===== src/rtl/sipo_8to128_pkg.sv =====
// Shared AES data-path definitions for the byte-serial <-> 128-bit block converters.
// State numbering lines up with the serializer's IDLE/TRANS/OVER so both ends
// report the same codes on debug buses.
package sipo_8to128_pkg;

  localparam int unsigned BYTE_W      = 8;
  localparam int unsigned BLOCK_W     = 128;
  localparam int unsigned BLOCK_BYTES = BLOCK_W / BYTE_W;
  // Byte count must reach BLOCK_BYTES itself, hence one extra bit over the lane index.
  localparam int unsigned CNT_W       = $clog2(BLOCK_BYTES + 1);

  typedef enum logic [3:0] {
    StIdle    = 4'd0,
    StCollect = 4'd1,
    StFull    = 4'd2
  } sipo_state_e;

endpackage


===== src/rtl/sipo_8to128_if.sv =====
// Byte-in / block-out bus of the deserializer.
//   in_valid, in : serial byte from the producer
//   clear        : consumer has taken the block
//   ready, valid : block accepting bytes / block complete
//   set_num      : bytes stored so far (0..16)
//   out          : assembled 128-bit block
//   overrun      : one-cycle pulse, byte dropped while full
// master = producer/consumer side, slave = deserializer.
interface sipo_8to128_if
  import sipo_8to128_pkg::*;
  ();

  logic               in_valid;
  logic [BYTE_W-1:0]  in;
  logic               clear;
  logic               ready;
  logic               valid;
  logic [CNT_W-1:0]   set_num;
  logic [BLOCK_W-1:0] out;
  logic               overrun;

  modport master (
    output in_valid, in, clear,
    input  ready, valid, set_num, out, overrun
  );

  modport slave (
    input  in_valid, in, clear,
    output ready, valid, set_num, out, overrun
  );

endinterface


===== src/rtl/sipo_8to128.sv =====
// Byte-serial to 128-bit parallel deserializer (receive side of the AES data path).
// Byte k of a block lands in out[8k+7:8k]; the finished block is held with valid
// high until clear.
// Ports:
//   clk   : system clock, rising edge
//   reset : synchronous, active-high
//   bus   : sipo_8to128_if.slave (in_valid/in/clear in; ready/valid/set_num/out/overrun out)
// IN_N/OUT_N/SET_N must agree with the interface widths taken from the package.
module sipo_8to128
  import sipo_8to128_pkg::*;
#(
  parameter int unsigned IN_N  = BYTE_W,
  parameter int unsigned OUT_N = BLOCK_W,
  parameter int unsigned SET_N = BLOCK_BYTES
) (
  input  logic           clk,
  input  logic           reset,
  sipo_8to128_if.slave   bus
);

  localparam int unsigned CntW  = $clog2(SET_N + 1);
  localparam int unsigned LaneW = $clog2(SET_N);

  sipo_state_e      state_q, state_d;
  logic [CntW-1:0]  cnt_q, cnt_d;
  logic [OUT_N-1:0] out_q, out_d;
  logic             overrun_q, overrun_d;
  logic [SET_N-1:0] lane_we;

  always_comb begin
    state_d   = state_q;
    cnt_d     = cnt_q;
    out_d     = out_q;
    overrun_d = 1'b0;
    lane_we   = '0;

    unique case (state_q)
      StIdle: begin
        cnt_d = '0;
        if (bus.in_valid) begin
          lane_we[0] = 1'b1;
          cnt_d      = CntW'(1);
          state_d    = StCollect;
        end
      end
      StCollect: begin
        if (bus.in_valid) begin
          lane_we = {{(SET_N-1){1'b0}}, 1'b1} << cnt_q[LaneW-1:0];
          cnt_d   = cnt_q + CntW'(1);
          if (cnt_q == CntW'(SET_N - 1)) begin
            state_d = StFull;
          end
        end
      end
      StFull: begin
        // A byte arriving together with clear is dropped silently; the producer retries it.
        if (bus.clear) begin
          state_d = StIdle;
          cnt_d   = '0;
          out_d   = '0;
        end else if (bus.in_valid) begin
          overrun_d = 1'b1;
        end
      end
      default: begin
        state_d = StIdle;
        cnt_d   = '0;
        out_d   = '0;
      end
    endcase

    for (int k = 0; k < SET_N; k++) begin
      if (lane_we[k]) begin
        out_d[k*IN_N +: IN_N] = bus.in;
      end
    end
  end

  always_ff @(posedge clk) begin
    if (reset) begin
      state_q   <= StIdle;
      cnt_q     <= '0;
      out_q     <= '0;
      overrun_q <= 1'b0;
    end else begin
      state_q   <= state_d;
      cnt_q     <= cnt_d;
      out_q     <= out_d;
      overrun_q <= overrun_d;
    end
  end

  assign bus.ready   = (state_q != StFull);
  assign bus.valid   = (state_q == StFull);
  assign bus.set_num = cnt_q;
  assign bus.out     = out_q;
  assign bus.overrun = overrun_q;

endmodule


===== src/flat_wrapper.sv =====
// flat-port wrapper written by rule: the top's interface ports become plain ports
module sipo_8to128_flat import sipo_8to128_pkg::*;
#(
  parameter int unsigned IN_N  = BYTE_W,
  parameter int unsigned OUT_N = BLOCK_W,
  parameter int unsigned SET_N = BLOCK_BYTES
)
  (clk, reset, bus_in_valid, bus_in, bus_clear, bus_ready, bus_valid, bus_set_num, bus_out, bus_overrun);
  sipo_8to128_if bus_i ();
  input  logic clk;
  input  logic reset;
  input wire logic [$bits(bus_i.in_valid)-1:0] bus_in_valid;
  input wire logic [$bits(bus_i.in)-1:0] bus_in;
  input wire logic [$bits(bus_i.clear)-1:0] bus_clear;
  output wire logic [$bits(bus_i.ready)-1:0] bus_ready;
  output wire logic [$bits(bus_i.valid)-1:0] bus_valid;
  output wire logic [$bits(bus_i.set_num)-1:0] bus_set_num;
  output wire logic [$bits(bus_i.out)-1:0] bus_out;
  output wire logic [$bits(bus_i.overrun)-1:0] bus_overrun;
  assign bus_i.in_valid = bus_in_valid;
  assign bus_i.in = bus_in;
  assign bus_i.clear = bus_clear;
  assign bus_ready = bus_i.ready;
  assign bus_valid = bus_i.valid;
  assign bus_set_num = bus_i.set_num;
  assign bus_out = bus_i.out;
  assign bus_overrun = bus_i.overrun;
  sipo_8to128 #(.IN_N(IN_N), .OUT_N(OUT_N), .SET_N(SET_N)) u_core (.clk(clk), .reset(reset), .bus(bus_i));
endmodule

===== config.mk =====
export PLATFORM = sky130hd
export DESIGN_NAME = sipo_8to128_flat
export DESIGN_NICKNAME = d
export VERILOG_FILES = /design/src/rtl/sipo_8to128_pkg.sv /design/src/rtl/sipo_8to128_if.sv /design/src/rtl/sipo_8to128.sv /design/src/flat_wrapper.sv
export SDC_FILE = /design/constraint.sdc
export NUM_CORES = 1
export LEC_CHECK = 0
export BUFFER_PORTS_ARGS = -buffer_cell sky130_fd_sc_hd__buf_2
export CAP_MARGIN = 5
export CORE_AREA = 2 2 121 123
export CTS_CLUSTER_DIAMETER = 150
export DETAILED_ROUTE_END_ITERATION = 10
export DIE_AREA = 0 0 123 125
export GPL_TIMING_DRIVEN = 0
export PLACE_DENSITY = 0.77
export SLEW_MARGIN = 40
export SYNTH_ARGS = -nofsm -noshare
export SYNTH_HDL_FRONTEND = slang
export SYNTH_SLANG_ARGS = --single-unit

===== constraint.sdc =====
create_clock -name clk -period 2.3 [get_ports clk]
set_clock_uncertainty 0.1 [all_clocks]
set_input_delay 0.115 -clock clk [delete_from_list [all_inputs] [get_ports clk]]
set_output_delay 0.115 -clock clk [all_outputs]
set_load 0.05 [all_outputs]

==> flow_metrics.tcl, run 1 <==
set metrics [dict create \
    status "complete, no violations" \
    clock_sinks 136 \
    whs_ns 0.0227 \
    synth_top_area_frac 0.392 \
    r2r_start "u_core.bus.set_num[0]" \
    drcViolationCount 0 \
    crit_path_end_kind "flip-flop" \
    n_antenna_cell 0 \
    drtAntennaViolNets 0 \
    die_h_um 125 \
    critPathBufInv 1 \
    cp_cell_sequence "inv_1 -> ha_1 -> or3b_4 -> a21oi_4 -> mux2_4" \
    fin_crit_sh 0.943 \
    p_per_area_nw_per_um2 662 \
    peakVddDrop_uv 523 \
    portBuffers 147 \
    first_pass_iters 6 \
    drv_slew 0 \
    yosys-mux-area-fraction 0.0281 \
    die_w_um 123 \
    rows 44 \
    worstPathMaxFanout 8 \
    areaGrowthSynthToFinish_pct 24.0 \
    antenna_found_initial 0 \
    ys_seq_elements 136 \
    crit_type "reg2reg" \
    hp-start "reset" \
    dieArea_um2 15400 \
    pin_count 148 \
    finalNetCount 968 \
    grt_overflow 0 \
    max_cap_viol_count 0 \
    ys_top_cells_by_area "dfxtp_1, and3b_1, a22oi_1" \
    cts_made_buffers 17 \
    worst_pin_slew_ns 0.839 \
    worst_path_max_delay_cell "or3b_4" \
    drt-initial-drc-count 819 \
    sw_frac_of_total 0.245 \
    grt_pass1_wl_mm 35.0 \
    rrSetupSlack_ns 0.13 \
    viasPerCell 6.31 \
    wl_per_cell_um 19.8 \
    hold_viol 0 \
    cts_max_path_buffers 2 \
    place_area_um2 7920 \
    synth_top_family_by_area "simple AND/OR/NAND/NOR gates" \
    fmax_ghz 0.461 \
    path_delay_family "simple AND/OR/NAND/NOR gates" \
    clkTransAtPathRegs_ns 0.06 \
    synth_nets 794 \
    ys_seq_area_frac 0.392 \
    slew_headroom 0.441 \
    required_ns 2.52 \
    setup_viol 0 \
    place_ws_ns -0.0307 \
    synth-xor-area-share 0 \
    seqPwrFrac 0.418 \
    timing.final.crit_period_ns 2.17 \
    hold_class "in2reg" \
    cts-root-buf "clkbuf_16" \
    dp.final_hpwl_mm 15.3 \
    insertion_delay_ns 0.43 \
    syn_inst 775 \
    power.clock.fraction 0.500 \
    cp.arrival_ns 2.39 \
    synth_compound_area_frac 0.208 \
    finalWirelength_mm 22.6 \
    syn_area_per_cell_um2 8.97 \
    rsz0062_at_grt "no" \
    grt_pass1_vias 6566 \
    tritoncts "done" \
    initial_core_util 0.489 \
    cpPeakStageDelay_ns 0.43 \
    yosysWarningCount 0 \
    p_int_mw 4.31 \
    post_cts_buffers 0 \
    fin_ws_ns 0.132 \
    utilization 0.607 \
    setup.worst_path.start_class "flip-flop" \
    power_frac_comb 0.082 \
    h-tree-depth 4 \
    gp_congestion 0.957 \
    p_leak_nw 3.64 \
    vias 7215 \
    yosysTopAreaCell "dfxtp_1" \
    stdcell_area_um2 8620 \
    yosys.area_share.adder 0.0126 \
    gr-usage-all-layers 0.291 \
    drive_above_1_share 0.234 \
    synth-simple-area-share 0.293 \
    core_area_um2 14200 \
    p_switching_mw 1.40 \
    crit_path_start "u_core.bus.set_num[0]" \
    syn_area_um2 6950 \
    ys_types 44 \
    grt_max_degree 17 \
]
==> timing repair <==
item,in CTS,in global routing
pin swaps,0,0
endpoints found under the setup margin,8,13
hold buffers,8,0
resized for setup,1,1
endpoints found under the hold margin,28,0
==> path summary, 6_finish.rpt <==
path	endpoint	depth (start not counted)
setup / recovery	u_core.bus.out[6]	5
hold / removal	u_core.bus.out[127]	3
setup reg to reg	u_core.bus.out[6]	5
hold reg to reg	u_core.bus.out[88]	1
==> tightest hold or removal path, delay by kind of cell <==
kind | cells | cell delay (ns)
simple gates | 1 | 0.17
buf+inv | 1 | 0.14
mux | 1 | 0.08
==> per-layer routing <==
layer	share of wire	track usage
met3	0.088	0.0703
met1	0.43	0.399
met5	0	0
met4	0.024	0.100
met2	0.46	0.448
==> layout make-up <==
cell class / instances / area [um2]
clock inverters: 8 / 119
repair buffers: 155 / 816
well taps: 184 / 230
plain buffers: 107 / 445
flip-flops and latches: 136 / 2720
clock buffers: 22 / 494
inverters: 5 / 18.8
multi-input cells: 527 / 3770
fillers: 1271 / 5590
==> kinds of logic (layout without fill, tap and decap cells) <==
group | Yosys count | in the layout
and+or+nand+nor | 278 | 278
DFF | 136 | 136
AOI/OAI and AO/OA | 224 | 224
buffers and inverters | 112 | 297
muxes | 18 | 18
adders and majority gates | 7 | 7
==> sequential cells by signal, indices dropped and copies added (netlist names) <==
signal	cells
u_core.bus.out	128
u_core.bus.overrun	1
u_core.bus.set_num	5
u_core.state_q	2
==> metrics by stage <==
step           cells  setup TNS [ns]  power [mW]
6_report        1144               0        5.71
5_1_grt         1144               0        5.85
4_1_cts         1144               0        5.69
3_5_place_dp    1106          -0.147        2.88
3_3_place_gp    1106               0        2.87
2_1_floorplan    775               0        2.72
==> Yosys cell counts, drive strengths merged <==
master   instances
ha               7
nand4b           8
o2bb2ai          8
or2              1
o21a             1
nand2            9
o211ai           8
nor4bb           2
nor3b            9
a31o             6
nand3            9
mux2i           12
and3b           89
and4b            6
clkbuf          78
nor3             8
nand4           91
a21oi          105
or3b             1
a311oi           1
nand3b          15
a22oi           88
and4             5
and3             2
buf             29
a21o             1
inv              5
nand4bb          2
o21ba            1
o21ai            5
mux2             6
nor2             3
dfxtp          136
nor2b            4
nand2b          14
==> power by group through the flow <==
stage | registers (mW) | logic, mW | clock network, mW
2_1_floorplan | 2.48 | 0.245 | 0
3_3_place_gp | 2.43 | 0.440 | 0
3_5_place_dp | 2.43 | 0.443 | 0
4_1_cts | 2.38 | 0.456 | 2.85
5_1_grt | 2.38 | 0.496 | 2.97
6_report | 2.38 | 0.471 | 2.85
==> cells in the final DEF (no fill, tap or decap), drive strengths merged, types with 4 or more instances in the layout <==
master,instances
nor3b,9
nand4,91
nand3,9
o211ai,8
clkinv,5
and4,5
dlygate4sd3,8
clkbuf,100
and4b,6
ha,7
dfxtp,136
a22oi,88
nand2b,14
nor2b,4
and3b,89
nand2,9
mux2,6
inv,5
nand4b,8
a31o,6
buf,176
mux2i,12
o2bb2ai,8
nand3b,15
a21oi,105
o21ai,5
nor3,8
Note: power is estimated with default switching activity, not from simulation.
==> run 2, diff against run 1 <==
- ABC_AREA: not set -> 1
- CORE_AREA: 2 2 121 123 -> 2 2 105 107
- DIE_AREA: 0 0 123 125 -> 0 0 107 109
- PLACE_DENSITY: 0.77 -> 0.8
==> run 2 against run 1 <==
Utilization rose by 3.0 points. Via count decreased by 27%. Critical endpoint is now u_core.bus.overrun. Clock-buffer cell count fell by 1. Largest cell class is now flip-flops and latches. Global-route usage decreased by 2.0 points. Critical path depth did not move. Synthesized cell count shrank 12%. Register-to-register slack improved by 0.26 ns. Hold slack improved by 0.33 ns. Critical path type unchanged. Area after synthesis is 25% lower.
==> flow_metrics.tcl, run 2 <==
set metrics [dict create \
    grt_pass1_wl_mm 24.3 \
    drtAntennaViolNets 0 \
    ys_seq_elements 136 \
    min_to "u_core.bus.out[89]" \
    worst-path-stages 5 \
    clkTransAtPathRegs_ns 0.06 \
    hold_class "reg2reg" \
    syn_area_um2 5190 \
    wl_per_cell_um 15.7 \
    drt-initial-drc-count 439 \
    tritoncts "done" \
    ys_top_cells_by_count "nand2_1, dfxtp_1, a21oi_1" \
    p_int_mw 4.12 \
    tns_ns 0 \
    fin_ws_ns 0.392 \
    synthMostInstantiatedCell "nand2_1" \
    yosysTopAreaCell "dfxtp_1" \
    cts_made_buffers 17 \
    viasPerCell 5.24 \
    cp_cell_sequence "inv_2 -> nor2_1 -> nand2_1 -> nor3_1 -> dlygate4sd3_1" \
    worstPathMaxFanout 8 \
    grt_overflow 0 \
    p_switching_mw 1.45 \
    hold_depth 2 \
    first_pass_iters 5 \
    insertion_delay_ns 0.52 \
    fin_crit_sh 0.830 \
    reg2reg_to "u_core.bus.overrun" \
    r2r_start "u_core.state_q[1]" \
    hold_viol 0 \
    n_antenna_cell 0 \
    ys_top_cells_by_area "dfxtp_1, nand2_1, a21oi_1" \
    portBuffers 138 \
    timing.final.crit_period_ns 1.91 \
    final_common_cell "nand2_1" \
    power.clock.fraction 0.475 \
    cts_max_path_buffers 2 \
    p_total_mw 5.57 \
    path_delay_family "buffers and inverters" \
    ff_latch_area_um2 2720 \
    seqPwrFrac 0.432 \
    synth_nets 702 \
    vias 5257 \
    p_per_area_nw_per_um2 825 \
    cts-root-buf "clkbuf_8" \
    syn_area_per_cell_um2 7.60 \
    finalWirelength_mm 15.8 \
    ys_seq_area_frac 0.525 \
    peakVddDrop_uv 446 \
    worst_path_max_delay_cell "dlygate4sd3_1" \
    cpPeakStageDelay_ns 0.59 \
    crit_type "reg2reg" \
    initial_core_util 0.489 \
    drive_above_1_share 0.229 \
    dieArea_um2 11700 \
    die_h_um 109 \
    die_w_um 107 \
    worst_pin_slew_ns 0.792 \
    gr-usage-all-layers 0.271 \
    h-tree-depth 4 \
    setup.worst_path.start_class "flip-flop" \
    place_ws_ns 0.553 \
    grt_max_degree 17 \
    cp.arrival_ns 2.27 \
    hp-start "u_core.bus.out[89]" \
    gp_congestion 0.954 \
    rows 38 \
    grt_pass1_vias 4707 \
    largest_reg_flops 128 \
    core_area_um2 10600 \
    drcViolationCount 0 \
    dp.final_hpwl_mm 10.7 \
    slew_headroom 0.472 \
    nFillCells 953 \
    critPathBufInv 2 \
    synth_top_area_frac 0.525 \
    drv_slew 0 \
    rsz0062_at_grt "no" \
    multi_input_area_um2 2240 \
    reg2regPathDepth 5 \
    synth_edf_count 0 \
    layout_common_cells "nand2_1, buf_2, dfxtp_1" \
    cts-resized-gates 0 \
    crit_path_end_kind "flip-flop" \
    async_reset_ff_frac 0 \
    pin_count 148 \
    setup_viol 0 \
    p_leak_nw 2.80 \
    yosysWarningCount 0 \
    areaGrowthSynthToFinish_pct 30.1 \
    finalNetCount 871 \
    rrSetupSlack_ns 0.39 \
    fmax_ghz 0.524 \
    max_cap_viol_count 0 \
    clock_sinks 136 \
    required_ns 2.66 \
    synth_ff_type "dfxtp_1" \
    sw_frac_of_total 0.261 \
    power_frac_comb 0.094 \
    ys_types 21 \
    syn_inst 683 \
    antenna_found_initial 0 \
    status "complete, no violations" \
]
run 2: changes by cell type after synthesis, sizes merged, moves of 15 or more:
cell / change
nand2: +259
inv: +15
a21oi: +27
and3b: -89
nand3: +20
a22oi: -88
buf: -25
nand4: -83
nor2: +21
clkbuf: -43
nand3b: -15
run 2: cells by family after synthesis:
| logic type | Yosys count | share of synthesized area |
|---|---|---|
| simple gates | 335 | 0.273 |
| buf+inv | 59 | 0.0441 |
| fa+ha+maj | 7 | 0.0169 |
| flops | 136 | 0.525 |
| compound gates | 146 | 0.141 |
run 2: worst min-delay path, cell delays in order, from the launching register on:
cell and delay, ns:
dfxtp_1 0.30, nand2_1 0.06, a21oi_1 0.05
run 2: worst max path at each step:
stage	from	to	slack [ns]
6_report	u_core.state_q[1]	u_core.bus.overrun	0.39
5_1_grt	u_core.state_q[1]	u_core.bus.overrun	0.33
4_1_cts	u_core.bus.set_num[0]	u_core.bus.out[103]	0.49
3_5_place_dp	u_core.bus.set_num[0]	u_core.bus.out[97]	0.55
3_3_place_gp	u_core.bus.set_num[0]	u_core.bus.out[94]	0.55
2_1_floorplan	u_core.state_q[1]	u_core.bus.set_num[2]	0.24
run 2: repair_timing:
item                                   in CTS  in global routing
setup buffers                               0                  0
hold buffers                               12                  0
endpoints found under the hold margin      53                  0
run 2: cell type report:
type / instances / area share
inverter: 20 / 0.0111
clock inverter: 10 / 0.0176
tap: 140 / 0.0259
buffer: 39 / 0.0228
timing repair buffer: 150 / 0.120
sequential: 136 / 0.403
clock buffer: 21 / 0.0680
multi-input combinational: 488 / 0.331
run 2: routing by layer:
layer  track usage  up-vias  routed length (um)
met5             0        -                   0
met4        0.0955        0                 326
met3        0.0717       29                1200
met2         0.434      213                7330
met1         0.356     2454                6910
li1              -     2561                   -
run 2: power groups by stage:
stage / registers, mW / logic [mW] / clock network (mW)
after floorplan: 2.53 / 0.269 / 0
after global placement: 2.46 / 0.497 / 0
after detailed placement: 2.46 / 0.499 / 0
after CTS: 2.40 / 0.516 / 2.67
after global routing: 2.41 / 0.562 / 2.77
final: 2.41 / 0.521 / 2.64
run 2: stage by stage:
step / std cells / hold slack, ns / util / instance area [um2]
6_report: 1004 / 0.357 / 0.637 / 6750
5_1_grt: 1004 / 0.368 / 0.637 / 6750
4_1_cts: 1004 / 0.358 / 0.637 / 6750
3_5_place_dp: 961 / 0.349 / 0.571 / 6050
3_3_place_gp: 961 / 0.348 / 0.571 / 6050
2_1_floorplan: 683 / 0.197 / - / 5190
